==> src/rtl/scan_mux_if.sv <==
// scan_mux_if: data/control/status bundle between a display front-end and scan_mux.
interface scan_mux_if #(
  parameter int WIDTH    = 4,
  parameter int CHANNELS = 4,
  parameter int SEL_W    = 2
);
  logic [CHANNELS*WIDTH-1:0] data_in;
  logic                      mode;
  logic [SEL_W-1:0]          sel;
  logic                      hold;
  logic [WIDTH-1:0]          out;
  logic [SEL_W-1:0]          ch_idx;
  logic [CHANNELS-1:0]       ch_en;
  logic                      wrap;

  modport master (
    output data_in, mode, sel, hold,
    input  out, ch_idx, ch_en, wrap
  );

  modport slave (
    input  data_in, mode, sel, hold,
    output out, ch_idx, ch_en, wrap
  );
endinterface

==> src/rtl/scan_mux.sv <==
// scan_mux: registered N-channel selector with manual select and prescaled round-robin scan.
// Define SCAN_MUX_BLANK_EN to blank ch_en for BLANK cycles after every index change.
module scan_mux #(
  parameter int WIDTH    = 4,
  parameter int CHANNELS = 4,
  parameter int SEL_W    = 2,
  parameter int DIV      = 50000,
  parameter int BLANK    = 2
) (
  input  logic      clk,
  input  logic      rst_n,
  scan_mux_if.slave bus
);
  localparam int PC_W = $clog2(DIV);
  localparam logic [SEL_W-1:0] LAST_IDX = SEL_W'(CHANNELS - 1);
  localparam logic [PC_W-1:0]  PC_MAX   = PC_W'(DIV - 1);

  if (CHANNELS < 2 || CHANNELS > 16 || (2 ** SEL_W) < CHANNELS || DIV < 2 || BLANK < 0) begin : g_bad_param
    $error("scan_mux: illegal parameter set");
  end

  logic [PC_W-1:0]     pc_q, pc_d;
  logic [SEL_W-1:0]    ch_idx_q, ch_idx_d;
  logic [WIDTH-1:0]    out_q, out_d;
  logic [CHANNELS-1:0] ch_en_q, ch_en_d;
  logic                wrap_q, wrap_d;
  logic [SEL_W-1:0]    nidx;
  logic [CHANNELS-1:0] onehot;

  // Next index, prescaler and wrap pulse from mode, hold and scan position.
  always_comb begin
    pc_d   = pc_q;
    nidx   = ch_idx_q;
    wrap_d = 1'b0;
    if (!bus.mode) begin
      pc_d = {PC_W{1'b0}};
      // Widened compare keeps the clamp meaningful when CHANNELS < 2**SEL_W.
      if ({1'b0, bus.sel} > {1'b0, LAST_IDX}) begin
        nidx = LAST_IDX;
      end else begin
        nidx = bus.sel;
      end
    end else if (bus.hold) begin
      pc_d = pc_q;
    end else if (pc_q == PC_MAX) begin
      pc_d = {PC_W{1'b0}};
      if (ch_idx_q == LAST_IDX) begin
        nidx   = {SEL_W{1'b0}};
        wrap_d = 1'b1;
      end else begin
        nidx = ch_idx_q + SEL_W'(1);
      end
    end else begin
      pc_d = pc_q + PC_W'(1);
    end
    ch_idx_d = nidx;
  end

  // Channel data and one-hot enable for the next index.
  always_comb begin
    out_d  = {WIDTH{1'b0}};
    onehot = {CHANNELS{1'b0}};
    for (int k = 0; k < CHANNELS; k++) begin
      onehot[k] = (nidx == SEL_W'(k));
      out_d     = out_d | (bus.data_in[k*WIDTH +: WIDTH] & {WIDTH{onehot[k]}});
    end
  end

`ifdef SCAN_MUX_BLANK_EN
  localparam int BL_W = (BLANK > 0) ? $clog2(BLANK + 1) : 1;

  if (BLANK < 1 || BLANK >= DIV) begin : g_bad_blank
    $error("scan_mux: BLANK must satisfy 1 <= BLANK < DIV");
  end

  logic [BL_W-1:0] blank_q, blank_d;

  // Blank counter: the change edge itself is the first blanked cycle.
  always_comb begin
    blank_d = blank_q;
    ch_en_d = onehot;
    if (nidx != ch_idx_q) begin
      blank_d = BL_W'(BLANK - 1);
      ch_en_d = {CHANNELS{1'b0}};
    end else if (blank_q != {BL_W{1'b0}}) begin
      blank_d = blank_q - BL_W'(1);
      ch_en_d = {CHANNELS{1'b0}};
    end else begin
      blank_d = {BL_W{1'b0}};
      ch_en_d = onehot;
    end
  end

  // Blank counter register.
  always_ff @(posedge clk) begin
    if (!rst_n) begin
      blank_q <= {BL_W{1'b0}};
    end else begin
      blank_q <= blank_d;
    end
  end
`else
  // Enable follows the selected index with no gap.
  always_comb begin
    ch_en_d = onehot;
  end
`endif

  // Output and scan state registers; reset wins over every other input.
  always_ff @(posedge clk) begin
    if (!rst_n) begin
      pc_q     <= {PC_W{1'b0}};
      ch_idx_q <= {SEL_W{1'b0}};
      out_q    <= {WIDTH{1'b0}};
      ch_en_q  <= {CHANNELS{1'b0}};
      wrap_q   <= 1'b0;
    end else begin
      pc_q     <= pc_d;
      ch_idx_q <= ch_idx_d;
      out_q    <= out_d;
      ch_en_q  <= ch_en_d;
      wrap_q   <= wrap_d;
    end
  end

  assign bus.out    = out_q;
  assign bus.ch_idx = ch_idx_q;
  assign bus.ch_en  = ch_en_q;
  assign bus.wrap   = wrap_q;
endmodule

==> src/flat_wrapper.sv <==
// flat-port wrapper written by rule: the top's interface ports become plain ports
module scan_mux_flat 
#(
  parameter int WIDTH    = 4,
  parameter int CHANNELS = 4,
  parameter int SEL_W    = 2,
  parameter int DIV      = 50000,
  parameter int BLANK    = 2
)
  (clk, rst_n, bus_data_in, bus_mode, bus_sel, bus_hold, bus_out, bus_ch_idx, bus_ch_en, bus_wrap);
  scan_mux_if #(.WIDTH(WIDTH), .CHANNELS(CHANNELS), .SEL_W(SEL_W)) bus_i ();
  input  logic clk;
  input  logic rst_n;
  input wire logic [$bits(bus_i.data_in)-1:0] bus_data_in;
  input wire logic [$bits(bus_i.mode)-1:0] bus_mode;
  input wire logic [$bits(bus_i.sel)-1:0] bus_sel;
  input wire logic [$bits(bus_i.hold)-1:0] bus_hold;
  output wire logic [$bits(bus_i.out)-1:0] bus_out;
  output wire logic [$bits(bus_i.ch_idx)-1:0] bus_ch_idx;
  output wire logic [$bits(bus_i.ch_en)-1:0] bus_ch_en;
  output wire logic [$bits(bus_i.wrap)-1:0] bus_wrap;
  assign bus_i.data_in = bus_data_in;
  assign bus_i.mode = bus_mode;
  assign bus_i.sel = bus_sel;
  assign bus_i.hold = bus_hold;
  assign bus_out = bus_i.out;
  assign bus_ch_idx = bus_i.ch_idx;
  assign bus_ch_en = bus_i.ch_en;
  assign bus_wrap = bus_i.wrap;
  scan_mux #(.WIDTH(WIDTH), .CHANNELS(CHANNELS), .SEL_W(SEL_W), .DIV(DIV), .BLANK(BLANK)) u_core (.clk(clk), .rst_n(rst_n), .bus(bus_i));
endmodule
==> config.mk <==
export PLATFORM = sky130hd
export DESIGN_NAME = scan_mux_flat
export DESIGN_NICKNAME = d
export VERILOG_FILES = /design/src/rtl/scan_mux_if.sv /design/src/rtl/scan_mux.sv /design/src/flat_wrapper.sv
export SDC_FILE = /design/constraint.sdc
export NUM_CORES = 1
export LEC_CHECK = 0
export BUFFER_PORTS_ARGS = -buffer_cell sky130_fd_sc_hd__buf_2
export CAP_MARGIN = 20
export CORE_UTILIZATION = 43
export DETAILED_ROUTE_END_ITERATION = 16
export PLACE_DENSITY = 0.67
export SYNTH_ARGS = -nofsm -noshare
export SYNTH_HDL_FRONTEND = slang
export SYNTH_SLANG_ARGS = --single-unit
export TNS_END_PERCENT = 20
==> constraint.sdc <==
create_clock -name clk -period 3.7 [get_ports clk]
set_input_delay 0.185 -clock clk [delete_from_list [all_inputs] [get_ports clk]]
set_output_delay 0.185 -clock clk [all_outputs]
set_load 0.005 [all_outputs]
== Word-level counts from Yosys, hierarchy flattened ==
Cells that the tools add are included.
Word-level totals
  bits in registers: 27
  output and inout port bits: 11
Operators by class
  add/sub/neg operators: 2
  equal/unequal tests: 5
  muxes and demuxes: 6
  bitwise gates (word level): 10
  reduce and logical (&&, ||, !) cells: 3
Operators with widths (count)
  $add 16x1->16 const B: 1
  $and 4x4->4: 4
  $eq 16x16->1 const B: 1
  $mux 16: 1
  $or 4x4->4: 3
  $mux 2: 4
  $eq 2x2->1 const B: 3
  $reduce_or 4->1: 1
  $not 1->1: 3
  $add 2x1->2 const B: 1
  $eq 2x1->1 const B: 1
  $logic_not 2->1: 1
  $reduce_and 2->1: 1
  $mux 1: 1

== Longest topological paths before layout ==
  word-level depth: 10
  mapped depth: 7
  depth with buffers taken out: 6

== Worst setup path after synthesis ==
Ideal clock, no wire load.
  path kind: register to register
  start point: register u_core.pc_q[0]
  end point: register u_core.out_q[3] (netlist: u_core.bus.out[3])
  library setup time: 0.141 ns
  arrival time: 1.653 ns
  path slack: 1.907 ns
  stages on the path, launching flop included: 8
  period minus slack after synthesis: 1.793 ns
  cells stage by stage: dfxtp_1 -> ha_1 -> and4b_1 -> nand4_4 -> mux2i_4 -> buf_6 -> mux2i_1 -> o22ai_2
Between the ends
  word-level cells in the longest chain between the ends: 9
Ends and longest elaborated chain
  from (decl): line scan_mux.sv:22  | logic [PC_W-1:0] pc_q, pc_d;
  from (signal assigned): line scan_mux.sv:112  | pc_q <= {PC_W{1'b0}};
  from (signal assigned): line scan_mux.sv:118  | pc_q <= pc_d;
  $eq 16x16->1 (*): line scan_mux.sv:45  | end else if (pc_q == PC_MAX) begin
  $mux 2 (*): line scan_mux.sv:45
  $mux 2 (*): line scan_mux.sv:43  | end else if (bus.hold) begin
  $mux 2 (*): line scan_mux.sv:35  | if (!bus.mode) begin
  $eq 2x1->1 / $logic_not 2->1 (equally long branches): line scan_mux.sv:64  | onehot[k] = (nidx == SEL_W'(k));
  $and 4x4->4: line scan_mux.sv:65  | out_d = out_d | (bus.data_in[k*WIDTH +: WIDTH] & {WIDTH{onehot[k]}});
  $or 4x4->4 (2 in a row): line scan_mux.sv:65
  $or 4x4->4 (*): line scan_mux.sv:65
  to (signal assigned): line scan_mux.sv:114  | out_q <= {WIDTH{1'b0}};
  to (signal assigned): line scan_mux.sv:120  | out_q <= out_d;
  to (decl): line scan_mux.sv:24  | logic [WIDTH-1:0] out_q, out_d;
Mark *: on every way between the ends. The rest lies on a longest branch, timed or not.
A chain may end at the register's enable or synchronous reset.

== Final worst setup path ==
Same ends and word-level chain as after synthesis.

==> metrics <==
Setup Buffers After CTS 0; Seq/Total Area, Yosys 0.443; drc violations 0; Setup-failing EPs final 0; Syn Nets 146; CTS Buf Count 3; worst-margin pin slew 624 ps; ratio of cells with drive above 1 in the final layout 0.271; FF-to-FF Start u_core.pc_q[0]$_SDFFE_PN0N_; Skew-Pair Late Insertion Delay 330 ps; Power Dens Cells 343 mW/mm²; crit path kind register to register; hold buffers post-CTS 0; post-route cell area 0.00143 mm²; Critical Path End Type register; ant diodes 0; Layout Skew 3.46 ps; Tightest Hold Check Type primary input to register; Max Freq 0.495 GHz; Clk pin slew, worst setup/hold paths 150 ps; initial antenna violation count 0; CP required 3910 ps; Layout Cells excl Fill 185; IO Pins 33; hold endpoint u_core.bus.out[3]$_SDFF_PN0_; CTS H-tree lvls 1; max cap viols 0; area of the mapped netlist 0.00122 mm²; Final Hold Vio Count 0; Pins Over Slew Limit 0; hold depth 3; arrival time worst endpoint 2230 ps; min-delay src bus_data_in[11]; CTS tree yes; worst reg-to-reg path cell count 6; total power 489 µW; Avg WL per Cell 12.3 µm; Ys Warns 0; leakage power 0.000607 µW; P_sw 120 µW; fin crit share 0.546; CTS sink cnt 27; Worst VDD drop 0.000283 V; Die H 55.3 µm; Post-synth EDFFs 0; #FFs+latches synth 27; placed cells 181; core area 0.00257 mm²; Tmin final 2020 ps; setup_tns 0 ps; clock power share 0.266; status finished, final reports clean; vias per cell 5.06; Mapped Cells 122; Final Wtd Congestion 0.797; Reg area 541 µm²; Mean Syn Cell Area 10.0 µm²; Multi-input gate area 653 µm²; fin util 0.556; Overflow after GRT 0; cell-internal power 369 µW; DP Wirelength 1690 µm; fin nets 180; unrepaired setup endpoints after global routing false; Seq pwr share 0.621; Post-synth ARST share 0; post-CTS resize count 0; first-pass GRT wire length 3920 µm; row count 18; synthesis-to-layout area growth 16.9%; CP Launch Type register; Port-buffer cells 32; final wirelength 2280 µm; RR Endpoint u_core.bus.out[3]$_SDFF_PN0_; Max Root-Sink Buffers 2; drt initial violations 6; starting density of the core 0.475; CTS Root Cell clkbuf_4; Initial DRT Pass Iterations 4; via count 936; Sw Share 0.246; top_reg_cell synth dfxtp_1; reg2reg setup slack 1680 ps; largest net degree at the start of global routing 17; gr usage total 0.163; Routed Antenna Nets 0; Yosys cell types 32; Relative slew margins 0.583; Chip Width 55.3 µm; # fillers 244; worst-path maximum fanout 13; placement-stage cell area 0.00140 mm²; vias in the first global route 903; Comb power frac 0.113; die area 0.00305 mm²
## critical path: stages, from the launching register on
cell,delay [ps]
dfxtp_1,410
ha_1,210
and4b_1,300
nand4_4,140
mux2i_4,460
mux2i_1,290
o22ai_2,90
## power groups by stage
stage	registers, µW	logic [µW]	clock network [µW]
2_1_floorplan	311	31.1	0
4_1_cts	304	55.8	136
5_1_grt	305	61.4	150
6_report	304	55.0	130
3_3_place_gp	310	53.9	0
3_5_place_dp	310	55.7	0
## area by class of cell
cell class                      count  area share
Multi-Input combinational cell     90       0.458
Sequential cell                    27       0.379
Timing Repair Buffer               32       0.112
Tap cell                           30      0.0263
Clock buffer                        3      0.0158
Inverter                            2     0.00526
Clock inverter                      1     0.00351
## per-layer routing
layer,track usage,share of wire
met2,0.253,0.45
met5,0,0
met1,0.194,0.46
met3,0.0726,0.073
met4,0.0714,0.017
## state kept, by name, summed over array words and instances (netlist names)
register           flops
u_core.pc_q           16
u_core.bus.ch_en       4
u_core.bus.out         4
u_core.bus.ch_idx      2
u_core.bus.wrap        1
## synth_stat cells (3+ instances only)
cell / count / share of area
o22ai_1: 3 / 0.015
nor2b_1: 3 / 0.015
mux2i_1: 10 / 0.082
nand3_1: 5 / 0.021
nand4_1: 3 / 0.015
nand2_1: 4 / 0.012
xnor2_1: 4 / 0.029
a21oi_1: 3 / 0.012
dfxtp_1: 27 / 0.44
xor2_1: 10 / 0.072
nor2_1: 22 / 0.068
and4_1: 3 / 0.022
## logic make-up (layout without fill, tap and decap cells)
| group | Yosys count | count (layout) | share of synthesized area |
|---|---|---|---|
| and+or+nand+nor | 52 | 52 | 0.256 |
| DFF | 27 | 27 | 0.443 |
| xor gates and xnor gates | 14 | 14 | 0.101 |
| AOI/OAI and AO/OA | 11 | 11 | 0.0574 |
| muxes | 11 | 11 | 0.101 |
| buffers and inverters | 5 | 38 | 0.0215 |
| adders and majority gates | 2 | 2 | 0.0205 |
## metrics by stage
| stage | hold WS (ps) | worst slack, ps |
|---|---|---|
| after floorplan | 307 | 1910 |
| after global placement | 440 | 1770 |
| after detailed placement | 454 | 1680 |
| after CTS | 97.9 | 1670 |
| after global routing | 98.1 | 1550 |
| final | 115 | 1680 |
## worst max-delay path by stage
stage                                     start                            to  slack, ps  depth (start not counted)
finish              u_core.pc_q[0]$_SDFFE_PN0N_  u_core.bus.out[3]$_SDFF_PN0_       1680                          6
global route        u_core.pc_q[0]$_SDFFE_PN0N_  u_core.bus.out[3]$_SDFF_PN0_       1550                          6
CTS                 u_core.pc_q[0]$_SDFFE_PN0N_  u_core.bus.out[3]$_SDFF_PN0_       1670                          6
detailed placement  u_core.pc_q[0]$_SDFFE_PN0N_  u_core.bus.out[3]$_SDFF_PN0_       1680                          6
global placement    u_core.pc_q[0]$_SDFFE_PN0N_  u_core.bus.out[3]$_SDFF_PN0_       1770                          6
floorplan           u_core.pc_q[0]$_SDFFE_PN0N_  u_core.bus.out[3]$_SDFF_PN0_       1910                          7
## placed cells by master, fill, tap and decap left out, types with 2 or more instances in the layout
master / instances
mux2i_1: 10
nor2b_1: 3
xnor2_1: 4
nand2_1: 4
ha_1: 2
a21oi_1: 3
inv_1: 2
nand4_1: 3
and4_1: 3
xor2_1: 10
and4bb_2: 2
nor2_1: 22
clkbuf_4: 3
buf_2: 32
o21ai_0: 2
nand3_1: 5
o22ai_1: 3
dfxtp_1: 27
Note: power is estimated with default switching activity, not from simulation.
